### src/rtl/rx_pkg.sv
// rtl/rx_pkg.sv - constants, FSM encoding and chip entry type shared by rx_seq_reader
package rx_pkg;

  localparam int RX_SEQ_LEN = 255;
  localparam int RX_ADDR_W  = 8;
  localparam int RX_DATA_W  = 16;
  localparam int RX_SEL_W   = 4;

  localparam logic [1:0] ST_IDLE  = 2'd0;
  localparam logic [1:0] ST_FETCH = 2'd1;
  localparam logic [1:0] ST_DRAIN = 2'd2;

  typedef struct packed {
    logic                 chip;
    logic [RX_ADDR_W-1:0] idx;
    logic                 last;
  } rx_chip_t;

  // Sequence k lives in bit (DATA_W-1-k) of every word.
  function automatic logic [RX_SEL_W-1:0] rx_col(input logic [RX_SEL_W-1:0] sel);
    return RX_SEL_W'(RX_DATA_W - 1) - sel;
  endfunction

endpackage

### src/rtl/rx_chip_skid.sv
// rtl/rx_chip_skid.sv - 2-entry valid/ready FIFO with occupancy count
module rx_chip_skid #(
  parameter int W = 10
) (
  input  logic         clk,
  input  logic         rst_n,
  input  logic         push_valid_i,
  input  logic [W-1:0] push_data_i,
  output logic         pop_valid_o,
  input  logic         pop_ready_i,
  output logic [W-1:0] pop_data_o,
  output logic [1:0]   count_o
);

  logic [W-1:0] mem_q [2];
  logic         wr_ptr_q;
  logic         rd_ptr_q;
  logic [1:0]   count_q;
  logic [1:0]   count_d;
  logic         pop;

  assign pop_valid_o = (count_q != 2'd0);
  assign pop_data_o  = mem_q[rd_ptr_q];
  assign count_o     = count_q;
  assign pop         = pop_valid_o & pop_ready_i;

  always_comb begin
    count_d = count_q + 2'(push_valid_i) - 2'(pop);
  end

  // The producer never pushes while full, so no overflow guard is needed here.
  always_ff @(posedge clk or negedge rst_n) begin
    if (!rst_n) begin
      mem_q[0] <= '0;
      mem_q[1] <= '0;
      wr_ptr_q <= 1'b0;
      rd_ptr_q <= 1'b0;
      count_q  <= 2'd0;
    end else begin
      if (push_valid_i) begin
        mem_q[wr_ptr_q] <= push_data_i;
        wr_ptr_q        <= ~wr_ptr_q;
      end
      if (pop) begin
        rd_ptr_q <= ~rd_ptr_q;
      end
      count_q <= count_d;
    end
  end

endmodule

### src/rtl/rx_seq_reader.sv
// rtl/rx_seq_reader.sv - streams one BRAM column chip by chip; RX_SEQ_LOOP_EN adds looping
module rx_seq_reader
  import rx_pkg::*;
(
  input  logic                 clk,
  input  logic                 rst_n,
  input  logic                 start,
  input  logic [RX_SEL_W-1:0]  seq_sel,
`ifdef RX_SEQ_LOOP_EN
  input  logic                 loop,
`endif
  output logic                 busy,
  output logic                 done,
  output logic                 bram_enb,
  output logic [RX_ADDR_W-1:0] bram_addrb,
  input  logic [RX_DATA_W-1:0] bram_dob,
  output logic                 chip_data,
  output logic                 chip_valid,
  input  logic                 chip_ready,
  output logic                 chip_last,
  output logic [RX_ADDR_W-1:0] chip_idx
);

  logic [1:0]           state_q, state_d;
  logic [RX_ADDR_W-1:0] rd_addr_q, rd_addr_d;
  logic [RX_SEL_W-1:0]  sel_q, sel_d;
  logic                 inflight_q;
  logic [RX_ADDR_W-1:0] inf_idx_q;
  logic                 inf_last_q;
  logic [1:0]           buf_count;
  logic [2:0]           occupancy;
  logic                 pop, issue, at_end, wrap;
  rx_chip_t             push_entry, head;

  assign pop       = chip_valid & chip_ready;
  // Reads are only issued when the returning word is guaranteed a free slot.
  assign occupancy = {1'b0, buf_count} + {2'b0, inflight_q} - {2'b0, pop};
  assign issue     = (state_q == ST_FETCH) && (occupancy < 3'd2);
  assign at_end    = (rd_addr_q == RX_ADDR_W'(RX_SEQ_LEN - 1));

`ifdef RX_SEQ_LOOP_EN
  assign wrap = loop;
`else
  assign wrap = 1'b0;
`endif

  always_comb begin
    state_d   = state_q;
    rd_addr_d = rd_addr_q;
    sel_d     = sel_q;
    case (state_q)
      ST_IDLE: begin
        if (start) begin
          sel_d     = seq_sel;
          rd_addr_d = '0;
          state_d   = ST_FETCH;
        end
      end
      ST_FETCH: begin
        if (issue) begin
          if (at_end) begin
            rd_addr_d = '0;
            if (!wrap) state_d = ST_DRAIN;
          end else begin
            rd_addr_d = rd_addr_q + RX_ADDR_W'(1);
          end
        end
      end
      ST_DRAIN: begin
        if (done) state_d = ST_IDLE;
      end
      default: state_d = ST_IDLE;
    endcase
  end

  always_ff @(posedge clk or negedge rst_n) begin
    if (!rst_n) begin
      state_q    <= ST_IDLE;
      rd_addr_q  <= '0;
      sel_q      <= '0;
      inflight_q <= 1'b0;
      inf_idx_q  <= '0;
      inf_last_q <= 1'b0;
    end else begin
      state_q    <= state_d;
      rd_addr_q  <= rd_addr_d;
      sel_q      <= sel_d;
      inflight_q <= issue;
      inf_idx_q  <= rd_addr_q;
      inf_last_q <= at_end;
    end
  end

  assign push_entry = {bram_dob[rx_col(sel_q)], inf_idx_q, inf_last_q};

  rx_chip_skid #(
    .W($bits(rx_chip_t))
  ) u_skid (
    .clk          (clk),
    .rst_n        (rst_n),
    .push_valid_i (inflight_q),
    .push_data_i  (push_entry),
    .pop_valid_o  (chip_valid),
    .pop_ready_i  (chip_ready),
    .pop_data_o   (head),
    .count_o      (buf_count)
  );

  assign chip_data  = head.chip;
  assign chip_idx   = head.idx;
  assign chip_last  = head.last;
  assign busy       = (state_q != ST_IDLE);
  // Earlier loop periods finish in FETCH, so only the final period's last chip lands here.
  assign done       = (state_q == ST_DRAIN) & pop & head.last;
  assign bram_enb   = issue;
  assign bram_addrb = rd_addr_q;

endmodule
### config.mk
export PLATFORM = sky130hd
export DESIGN_NAME = rx_seq_reader
export DESIGN_NICKNAME = d
export VERILOG_FILES = /design/src/rtl/rx_pkg.sv /design/src/rtl/rx_chip_skid.sv /design/src/rtl/rx_seq_reader.sv
export SDC_FILE = /design/constraint.sdc
export NUM_CORES = 1
export LEC_CHECK = 0
export ABC_AREA = 1
export CORE_MARGIN = 2
export CORE_UTILIZATION = 48
export CTS_BUF_LIST = sky130_fd_sc_hd__clkbuf_4 sky130_fd_sc_hd__clkbuf_8
export CTS_CLUSTER_SIZE = 30
export DETAILED_ROUTE_END_ITERATION = 8
export GPL_TIMING_DRIVEN = 0
export PLACE_DENSITY_LB_ADDON = 0.25
export SYNTH_ARGS = -nofsm -noshare
export SYNTH_HDL_FRONTEND = slang
export SYNTH_SLANG_ARGS = --single-unit
### constraint.sdc
create_clock -name clk -period 2.31 [get_ports clk]
set_input_delay 0.231 -clock clk [delete_from_list [all_inputs] [get_ports clk]]
set_output_delay 0.231 -clock clk [all_outputs]
set_load 0.005 [all_outputs]
## Word-level counts from Yosys, hierarchy flattened

Index checks and enable logic that the tools add are counted.

| cells by class | value |
|---|---|
| $add $sub $neg | 6 |
| magnitude comparators | 5 |
| equality and inequality tests | 7 |
| mux-type cells | 17 |
| bitwise gates (word level) | 7 |
| reduce and logical (&&, ||, !) cells | 9 |

Operators with widths:

| kind | number |
|---|---|
| two-way mux 10 bit | 4 |
| two-way mux 8 bit | 3 |
| bitwise mux 20 bit | 1 |
| one-hot mux 8 bit (2 select lines) | 1 |
| demux 10 bit (select 1 bit) | 1 |
| adder 8 x 1 -> 8 bit (second input constant) | 1 |
| == test 8 bit (second input constant) | 1 |
| two-way mux 2 bit | 4 |
| inequality test 2 bit (second input constant) | 4 |
| one-hot mux 2 bit (3 select lines) | 1 |
| nonzero test 2 bit | 3 |
| < comparator 4 x 5 -> 1 bit (second input constant) | 1 |
| binary-select mux 1 bit (select 4 bit) | 1 |
| greater-or-equal comparator 2 bit (second input constant) | 2 |
| NOT 1 -> 2 bit | 2 |
| AND reduction 4 bit | 1 |
| subtractor 4 bit (first input constant) | 1 |
| adder 2 x 1 -> 3 bit | 1 |
| bitwise AND 1 bit | 3 |
| < comparator 3 x 2 -> 1 bit (second input constant) | 1 |
| AND reduction 3 bit | 1 |
| subtractor 3 x 1 -> 3 bit | 1 |
| adder 2 x 1 -> 2 bit | 1 |
| == test 2 x 1 -> 1 bit (second input constant) | 1 |
| other kinds (8) | 10 |

| storage, ports and cells | value |
|---|---|
| bits in registers | 48 |
| input port bits | 24 |
| output and inout port bits | 22 |
| word-level logic and storage cells | 62 |

## Longest topological paths before layout

Gate-level depths: netlist (run 1).

| logic depth | value |
|---|---|
| depth after elaboration | 7 |
| depth in mapped cells | 14 |

## Modules after synthesis

Synthesis (run 1) repeated with hierarchy kept, for this count alone.

| unflattened totals | value |
|---|---|
| cell total of the unflattened synthesis | 298 |
| area, all modules | 2,433.6 um2 |

By module, submodules not included:

| module | instances | cells an instance | area an instance (um2) | sequential area each (um2) |
|---|---|---|---|---|
| rx_seq_reader | 1 | 164 | 1,300.0 | 600.6 |
| rx_chip_skid | 1 | 134 | 1,133.6 | 600.6 |

## Worst setup path before layout (run 1)

No wires, ideal clock.

| timing path | value |
|---|---|
| path type | register to register |
| from | register u_skid.count_q[1], in the netlist u_skid.count_o[1] |
| to | register rd_addr_q[5], in the netlist bram_addrb[5] |
| setup time | 0.063 ns |
| arrival time | 2.117 ns |
| data required time | 2.247 ns |
| slack | 0.131 ns |
| stages on the path, launching flop included | 12 |
| buffers on the path | 0 |
| cell sequence | dfrtp_1 -> o21a_1 -> ha_1 -> inv_1 -> ha_1 -> fa_1 -> nand3b_1 -> nand2_1 -> nand3_4 -> o21bai_2 -> nand2_1 -> inv_1 |

| on the way | value |
|---|---|
| longest elaborated chain between the ends | 7 |

Ends and longest elaborated chain:

| item | RTL line | RTL |
|---|---|---|
| start, declared | rx_chip_skid.sv:18 | `logic [1:0] count_q;` |
| start signal, assigned | rx_chip_skid.sv:47 | `count_q <= count_d;` |
| nonzero test 2 bit | rx_chip_skid.sv:22 | `assign pop_valid_o = (count_q != 2'd0);` |
| bitwise AND 1 bit | rx_seq_reader.sv:35 | `assign pop = chip_valid & chip_ready;` |
| named net pop | rx_seq_reader.sv:32 | `logic pop, issue, at_end, wrap;` |
| subtractor 3 x 1 -> 3 bit | rx_seq_reader.sv:37 | `assign occupancy = {1'b0, buf_count} + {2'b0, inflight_q} - {2'b0, pop};` |
| named net occupancy[1] | rx_seq_reader.sv:31 | `logic [2:0] occupancy;` |
| < comparator 3 x 2 -> 1 bit | rx_seq_reader.sv:38 | `assign issue = (state_q == ST_FETCH) && (occupancy < 3'd2);` |
| logical AND 1 bit | rx_seq_reader.sv:38 |  |
| inequality test 2 bit (no line) | - |  |
| AND reduction 3 bit (no line) | - |  |
| end signal, assigned | rx_seq_reader.sv:86 | `rd_addr_q <= rd_addr_d;` |
| end, declared | rx_seq_reader.sv:25 | `logic [RX_ADDR_W-1:0] rd_addr_q, rd_addr_d;` |

The timed path passes the listed nets, and every way through them passes these cells.
A chain may end at the register's enable or synchronous reset.

## Final worst setup path (run 1)

| timing path | value |
|---|---|
| from | register u_skid.count_q[1], in the netlist u_skid.count_o[1] |
| to | output bram_enb |

| on the way | value |
|---|---|
| longest elaborated chain between the ends | 5 |

Ends and longest elaborated chain:

| item | RTL line | RTL |
|---|---|---|
| nonzero test 2 bit | rx_chip_skid.sv:22 |  |
| bitwise AND 1 bit | rx_seq_reader.sv:35 |  |
| named net pop | rx_seq_reader.sv:32 |  |
| subtractor 3 x 1 -> 3 bit | rx_seq_reader.sv:37 |  |
| named net occupancy[1] | rx_seq_reader.sv:31 |  |
| < comparator 3 x 2 -> 1 bit | rx_seq_reader.sv:38 |  |
| logical AND 1 bit | rx_seq_reader.sv:38 |  |
| end, declared | rx_seq_reader.sv:14 | `output logic bram_enb,` |

The timed path passes the listed nets, and every way through them passes these cells.

==> impl_metrics.ini, run 1 <==
[power_and_ir_drop]
p_leak_nw = 1.536
power_density_nw_per_um2 = 1001
p_sw_share_pct = 37.23
p_int_mw = 1.900
power.switching_mw = 1.127
seq_power_share_pct = 39.1
p_clk_share_pct = 16.8
combinationalPowerShare_pct = 44.1
finalPower_mw = 3.026
peakVddDrop_mv = 0.6382

[sta]
holdWs_ns = 0.3309
max_slew_margin_pct = 67.69
period_share_pct = 110.6
worst_pin_slew_ns = 0.4846
rsz0062_at_grt = true
setup_viol = 10
drv_slew = 0
timing.final.hold_violations = 0
timing.final.ws_setup_ns = -0.2442
fmax_ghz = 0.3915
skew_ns = 0.01140
post-route-min-period_ns = 2.554
tns_ns = -1.155

[logic_synthesis]
synth_adder_area_share_pct = 3.014
syn_area_per_cell_um2 = 8.128
synth-edff-count = 0
synth_top_family_by_area = simple AND/OR/NAND/NOR gates
yosys_warnings = 0
async_flop_share_pct = 100.0
syn-num-nets = 315
synth_ff_type = dfrtp_1
syn_area_um2 = 2325
synth_cells = 286
netlist-cell-type-count = 30
yosys_register_bits = 48
yosys.area_share.simple_pct = 27.56
synthMuxAreaShare_pct = 0
synth-xor-area-share_pct = 1.884
synth_seq_area_share_pct = 51.67
synth_compound_area_share_pct = 7.320

[route]
via_count = 1914
wl_per_cell_um = 11.71
drc = 0
antenna_left = 0
vias_per_cell = 4.773
wl_um = 4694
first_pass_iters = 4
dr.first_iter.drc_count = 89

[finish]
final_core_util_pct = 64.43
syn_to_final_growth_pct = 30.03
final_cell_mix = nand2_1 (104), dfrtp_1 (48), clkdlybuf4s50_1 (43)
multi_input_area_um2 = 942.2
diodes = 0
seqCellArea_um2 = 1201
fill_cells = 443
fin_area_um2 = 3023
layout_commonest_cell = nand2_1
finalNonFillerCells = 401
fin_nets = 375
drive_above_1_share_pct = 12.39

[status]
violations = setup timing
status = finished, violations left

[grt]
grt_pass1_wl_um = 8079
grt_start_max_net_pins = 39
antenna_found_initial = 0
overflow = 0
grt_pass1_vias = 1851
track_usage_pct = 19.67

[worst_setup_path]
r2r_setup_slack_ns = -0.14
crit_fanout = 3
reg2reg_depth = 12
r2r_end = bram_addrb[5]$_DFFE_PN0P_
crit_type = reg2out
cp-endpoint = bram_enb
cp.arrival_ns = 2.32
start_kind = flip-flop
crit_path_end_kind = output pin
required_ns = 2.08
worstSetupStartpoint = u_skid.count_o[1]$_DFF_PN0_
r2r-start = u_skid.count_o[1]$_DFF_PN0_

[clock_tree]
cts_buffers = 5
cts_num_sinks = 48
htree_levels = 2
cts-root-buf = clkbuf_8
clockBufferDepth = 2
cts_tree = done
clock_latency_ns = 0.30
clk_pin_slew_ns = 0.09

[die]
die_h_um = 73.60
io_pins = 46
die_area_um2 = 5416
die-width_um = 73.60
coreArea_um2 = 4692
rows = 25
initial_utilization_pct = 49.55

[place]
dp_slack_ns = -0.5778
port_buffers = 45
routabilityCongestion = 0.7970
dp_cells = 386
placed_area_um2 = 2858
dpl.hpwl_um = 3380

[hold_path]
hp-class = in2async

[run]
drv_cap = 0
## Yosys cell counts, types with 2 or more instances
cell / instances / area share, %
a21oi_1: 4 / 0.86
buf_2: 2 / 0.43
clkbuf_1: 4 / 0.65
dfrtp_1: 48 / 52
ha_1: 4 / 2.2
inv_1: 37 / 6.0
inv_2: 7 / 1.1
nand2_1: 106 / 17
nand2_2: 3 / 0.81
nand3_1: 19 / 4.1
nand3_4: 2 / 1.5
nor2_1: 7 / 1.1
nor2_4: 3 / 1.5
o21ai_0: 9 / 1.9
o21ai_1: 13 / 2.8
xor2_1: 4 / 1.5
## critical path, stage by stage, from the launching register on
cell	delay (ns)
dfrtp_1	0.41
o21a_1	0.19
ha_1	0.27
inv_1	0.04
ha_2	0.16
fa_1	0.46
nand3b_1	0.20
inv_1	0.08
nand2_2	0.05
inv_2	0.06
buf_2	0.10
## how the worst min path moves through the flow
stage	slack (ns)	from	cells after the start	endpoint
after floorplan	-0.06	rst_n	0	bram_addrb[0]$_DFFE_PN0P_
after global placement	0.43	bram_addrb[5]$_DFFE_PN0P_	0	inf_idx_q[5]$_DFF_PN0_
after detailed placement	0.12	rst_n	1	u_skid.mem_q[11]$_DFFE_PN0P_
after CTS	0.32	rst_n	2	u_skid.mem_q[11]$_DFFE_PN0P_
after global routing	0.35	rst_n	2	u_skid.mem_q[11]$_DFFE_PN0P_
final	0.33	rst_n	2	u_skid.mem_q[1]$_DFFE_PN0P_
## power by group through the flow
stage	clock [mW]	sequential (mW)	combinational, mW
3_3_place_gp	0	1.19	1.15
6_report	0.509	1.18	1.33
5_1_grt	0.564	1.21	1.50
3_5_place_dp	0	1.20	1.18
4_1_cts	0.530	1.18	1.24
2_1_floorplan	0	1.17	0.715
## repair_timing
| action | CTS | global route |
|---|---|---|
| setup endpoints to repair | 10 | 10 |
| hold endpoints to repair | 10 | 0 |
| pin swaps | 2 | 3 |
| gates resized for setup | 9 | 1 |
| hold buffers | 1 | 0 |
| setup buffers | 2 | 4 |
## final cells by class
type                       instances  area share [%]
buffer                             6          0.8278
clock buffer                       6           2.732
clock inverter                     2          0.4967
inverter                          46           5.753
multi-input combinational        186           31.17
sequential                        48           39.74
tap                               54           2.235
timing repair buffer              53           17.05
## metal layers
| layer | track usage [%] | part of all wire, % |
|---|---|---|
| met3 | 3.978 | 3.5 |
| met2 | 33.53 | 49 |
| met5 | 0 | 0 |
| met1 | 23.98 | 46 |
| met4 | 8.889 | 1.8 |
## logic make-up (layout without fill, tap and decap cells)
kind of cell / after synthesis / count (layout)
AOI/OAI and AO/OA: 31 / 31
xor gates and xnor gates: 5 / 5
adders and majority gates: 5 / 5
buffers and inverters: 52 / 113
DFF: 48 / 48
and+or+nand+nor: 145 / 145
## flip-flops by register name, summed over array words and instances (netlist names)
name / flops
u_skid.mem_q: 20
bram_addrb: 8
inf_idx_q: 8
sel_q: 4
state_q: 2
u_skid.count_o: 2
inf_last_q: 1
inflight_q: 1
u_skid.rd_ptr_q: 1
u_skid.wr_ptr_q: 1
No activity file was read; power rests on OpenSTA's default activity.
==> run 2, diff against run 1 <==
- SLEW_MARGIN: default -> 10
==> run 2 against run 1 <==
The flow still finishes with violations (setup timing); total power grew 11%; clock skew is essentially flat; via count grew 1.4%; critical path type unchanged; critical path depth is the same; worst hold slack gained 0.085 ns; worst setup slack lost 0.060 ns; critical endpoint unchanged; highest routed layer unchanged; die area is the same.
==> impl_metrics.ini, run 2 (same netlist as run 1, synthesis figures left out) <==
[worst_setup_path]
cp-endpoint = bram_enb
cp.arrival_ns = 2.38
r2r_setup_slack_ns = -0.17
crit_path_end_kind = output pin
r2r_end = bram_addrb[7]$_DFFE_PN0P_
start_kind = flip-flop
r2r-start = u_skid.count_o[1]$_DFF_PN0_
required_ns = 2.08
crit_fanout = 3
crit_type = reg2out
reg2reg_depth = 13
worstSetupStartpoint = u_skid.count_o[1]$_DFF_PN0_

[finish]
layout_commonest_cell = nand2_1
finalNonFillerCells = 402
drive_above_1_share_pct = 14.37
largest_reg_flops = 20
syn_to_final_growth_pct = 33.48
largest-register = u_skid.mem_q
fin_nets = 376
fin_area_um2 = 3103
diodes = 0
fill_cells = 407
final_cell_mix = nand2_1 (102), dfrtp_1 (48), clkdlybuf4s50_1 (43)

[place]
dp_slack_ns = -0.5803
dp_cells = 386
placed_area_um2 = 2858
dpl.hpwl_um = 3418
routabilityCongestion = 0.7970
port_buffers = 45

[sta]
holdWs_ns = 0.4158
post-route-min-period_ns = 2.614
max_slew_margin_pct = 67.38
worst_pin_slew_ns = 0.4893
skew_ns = 0.01092
fmax_ghz = 0.3825
timing.final.hold_violations = 0
timing.final.ws_setup_ns = -0.3045
period_share_pct = 113.2
setup_viol = 10
rsz0062_at_grt = true
drv_slew = 0

[route]
vias_per_cell = 4.828
first_pass_iters = 4
dr.first_iter.drc_count = 75
wl_um = 5209
antenna_left = 0
drc = 0
via_count = 1941
wl_per_cell_um = 12.96

[die]
coreArea_um2 = 4692
rows = 25
die_h_um = 73.60
io_pins = 46
die-width_um = 73.60
initial_utilization_pct = 49.55
die_area_um2 = 5416

[power_and_ir_drop]
power_density_nw_per_um2 = 1079
seq_power_share_pct = 35.4
finalPower_mw = 3.347
power.switching_mw = 1.280
p_clk_share_pct = 18.0
p_sw_share_pct = 38.25
combinationalPowerShare_pct = 46.5
p_int_mw = 2.067
peakVddDrop_mv = 0.7220
p_leak_nw = 1.569

[clock_tree]
cts_num_sinks = 48
clk_pin_slew_ns = 0.09
clock_latency_ns = 0.30
cts_buffers = 5
htree_levels = 2
clockBufferDepth = 2
cts-root-buf = clkbuf_8
cts_tree = done

[run]
drv_cap = 0

[status]
status = finished, violations left
violations = setup timing

[grt]
grt_util_met1_pct = 25.88
track_usage_pct = 20.41
met2_usage_pct = 33.73
grt_pass1_wl_um = 8362
use_met3_pct = 3.978
overflow = 0
grt_start_max_net_pins = 31
antenna_found_initial = 0
grt_pass1_vias = 1872
grt-busiest-layer = met2

[hold_path]
hp-class = in2async
==> run 2: cell types whose count changed in the layout (fill, tap and decap cells not counted) <==
cell / change
nand2_1: -2
clkinvlp_4: -2
nand3_1: -1
buf_4: -1
buf_6: +1
nand3_4: +1
nand2_8: +1
nand2_4: +1
o21ai_2: +3
clkbuf_8: -1
bufinv_16: +1
o21ai_1: -3
nand3_2: +1
clkinv_4: +2
==> run 2: power groups by stage <==
stage	logic (mW)	clock network [mW]	registers, mW
2_1_floorplan	0.715	0	1.17
3_3_place_gp	1.15	0	1.19
3_5_place_dp	1.18	0	1.20
4_1_cts	1.32	0.623	1.18
5_1_grt	1.73	0.658	1.21
6_report	1.56	0.604	1.19
==> run 2: final cells by class <==
class	instances	area (um^2)	area share, %
Buffer	6	25.02	0.8065
Sequential cell	48	1201	38.71
Timing Repair Buffer	53	519.2	16.73
Inverter	46	173.9	5.605
Multi-Input combinational cell	187	999.7	32.22
Tap cell	54	67.56	2.177
Clock inverter	3	47.55	1.532
Clock buffer	5	68.82	2.218
==> run 2: routing by layer <==
metal | vias up | routed length (um)
li1 | 997 | -
met1 | 891 | 2234
met2 | 45 | 2719
met3 | 8 | 193
met4 | 0 | 61
met5 | - | 0
==> run 2: critical path, stage by stage (launching register included) <==
cell and delay (ns):
dfrtp_1 0.40, o21a_1 0.19, ha_1 0.28, inv_1 0.04
ha_2 0.16, fa_1 0.45, nand3b_1 0.21, inv_1 0.10
nand2_2 0.07, inv_2 0.07, buf_2 0.11
==> run 2: what timing repair did <==
action / in CTS / in global routing
gates resized for setup: 12 / 9
buffers inserted: 3 / 3
hold endpoints to repair: 18 / 0
pin swaps: 3 / 3
setup endpoints to repair: 10 / 11
hold buffers: 1 / 0
gates cloned: 1 / 0
==> run 2: worst min-delay path by stage <==
stage	from	end	slack, ns	cells after the start
global placement	bram_addrb[5]$_DFFE_PN0P_	inf_idx_q[5]$_DFF_PN0_	0.43	0
detailed placement	rst_n	u_skid.mem_q[8]$_DFFE_PN0P_	0.21	1
finish	rst_n	u_skid.mem_q[11]$_DFFE_PN0P_	0.42	2
floorplan	rst_n	bram_addrb[0]$_DFFE_PN0P_	-0.06	0
CTS	rst_n	u_skid.mem_q[8]$_DFFE_PN0P_	0.40	2
global route	rst_n	u_skid.mem_q[8]$_DFFE_PN0P_	0.44	2
==> run 2: metrics by stage <==
stage	utilization, %	TNS [ns]
floorplan	-	0
global placement	60.59	-15.57
detailed placement	60.91	-2.356
CTS	64.77	-1.016
global route	66.13	-2.599
finish	66.13	-1.530
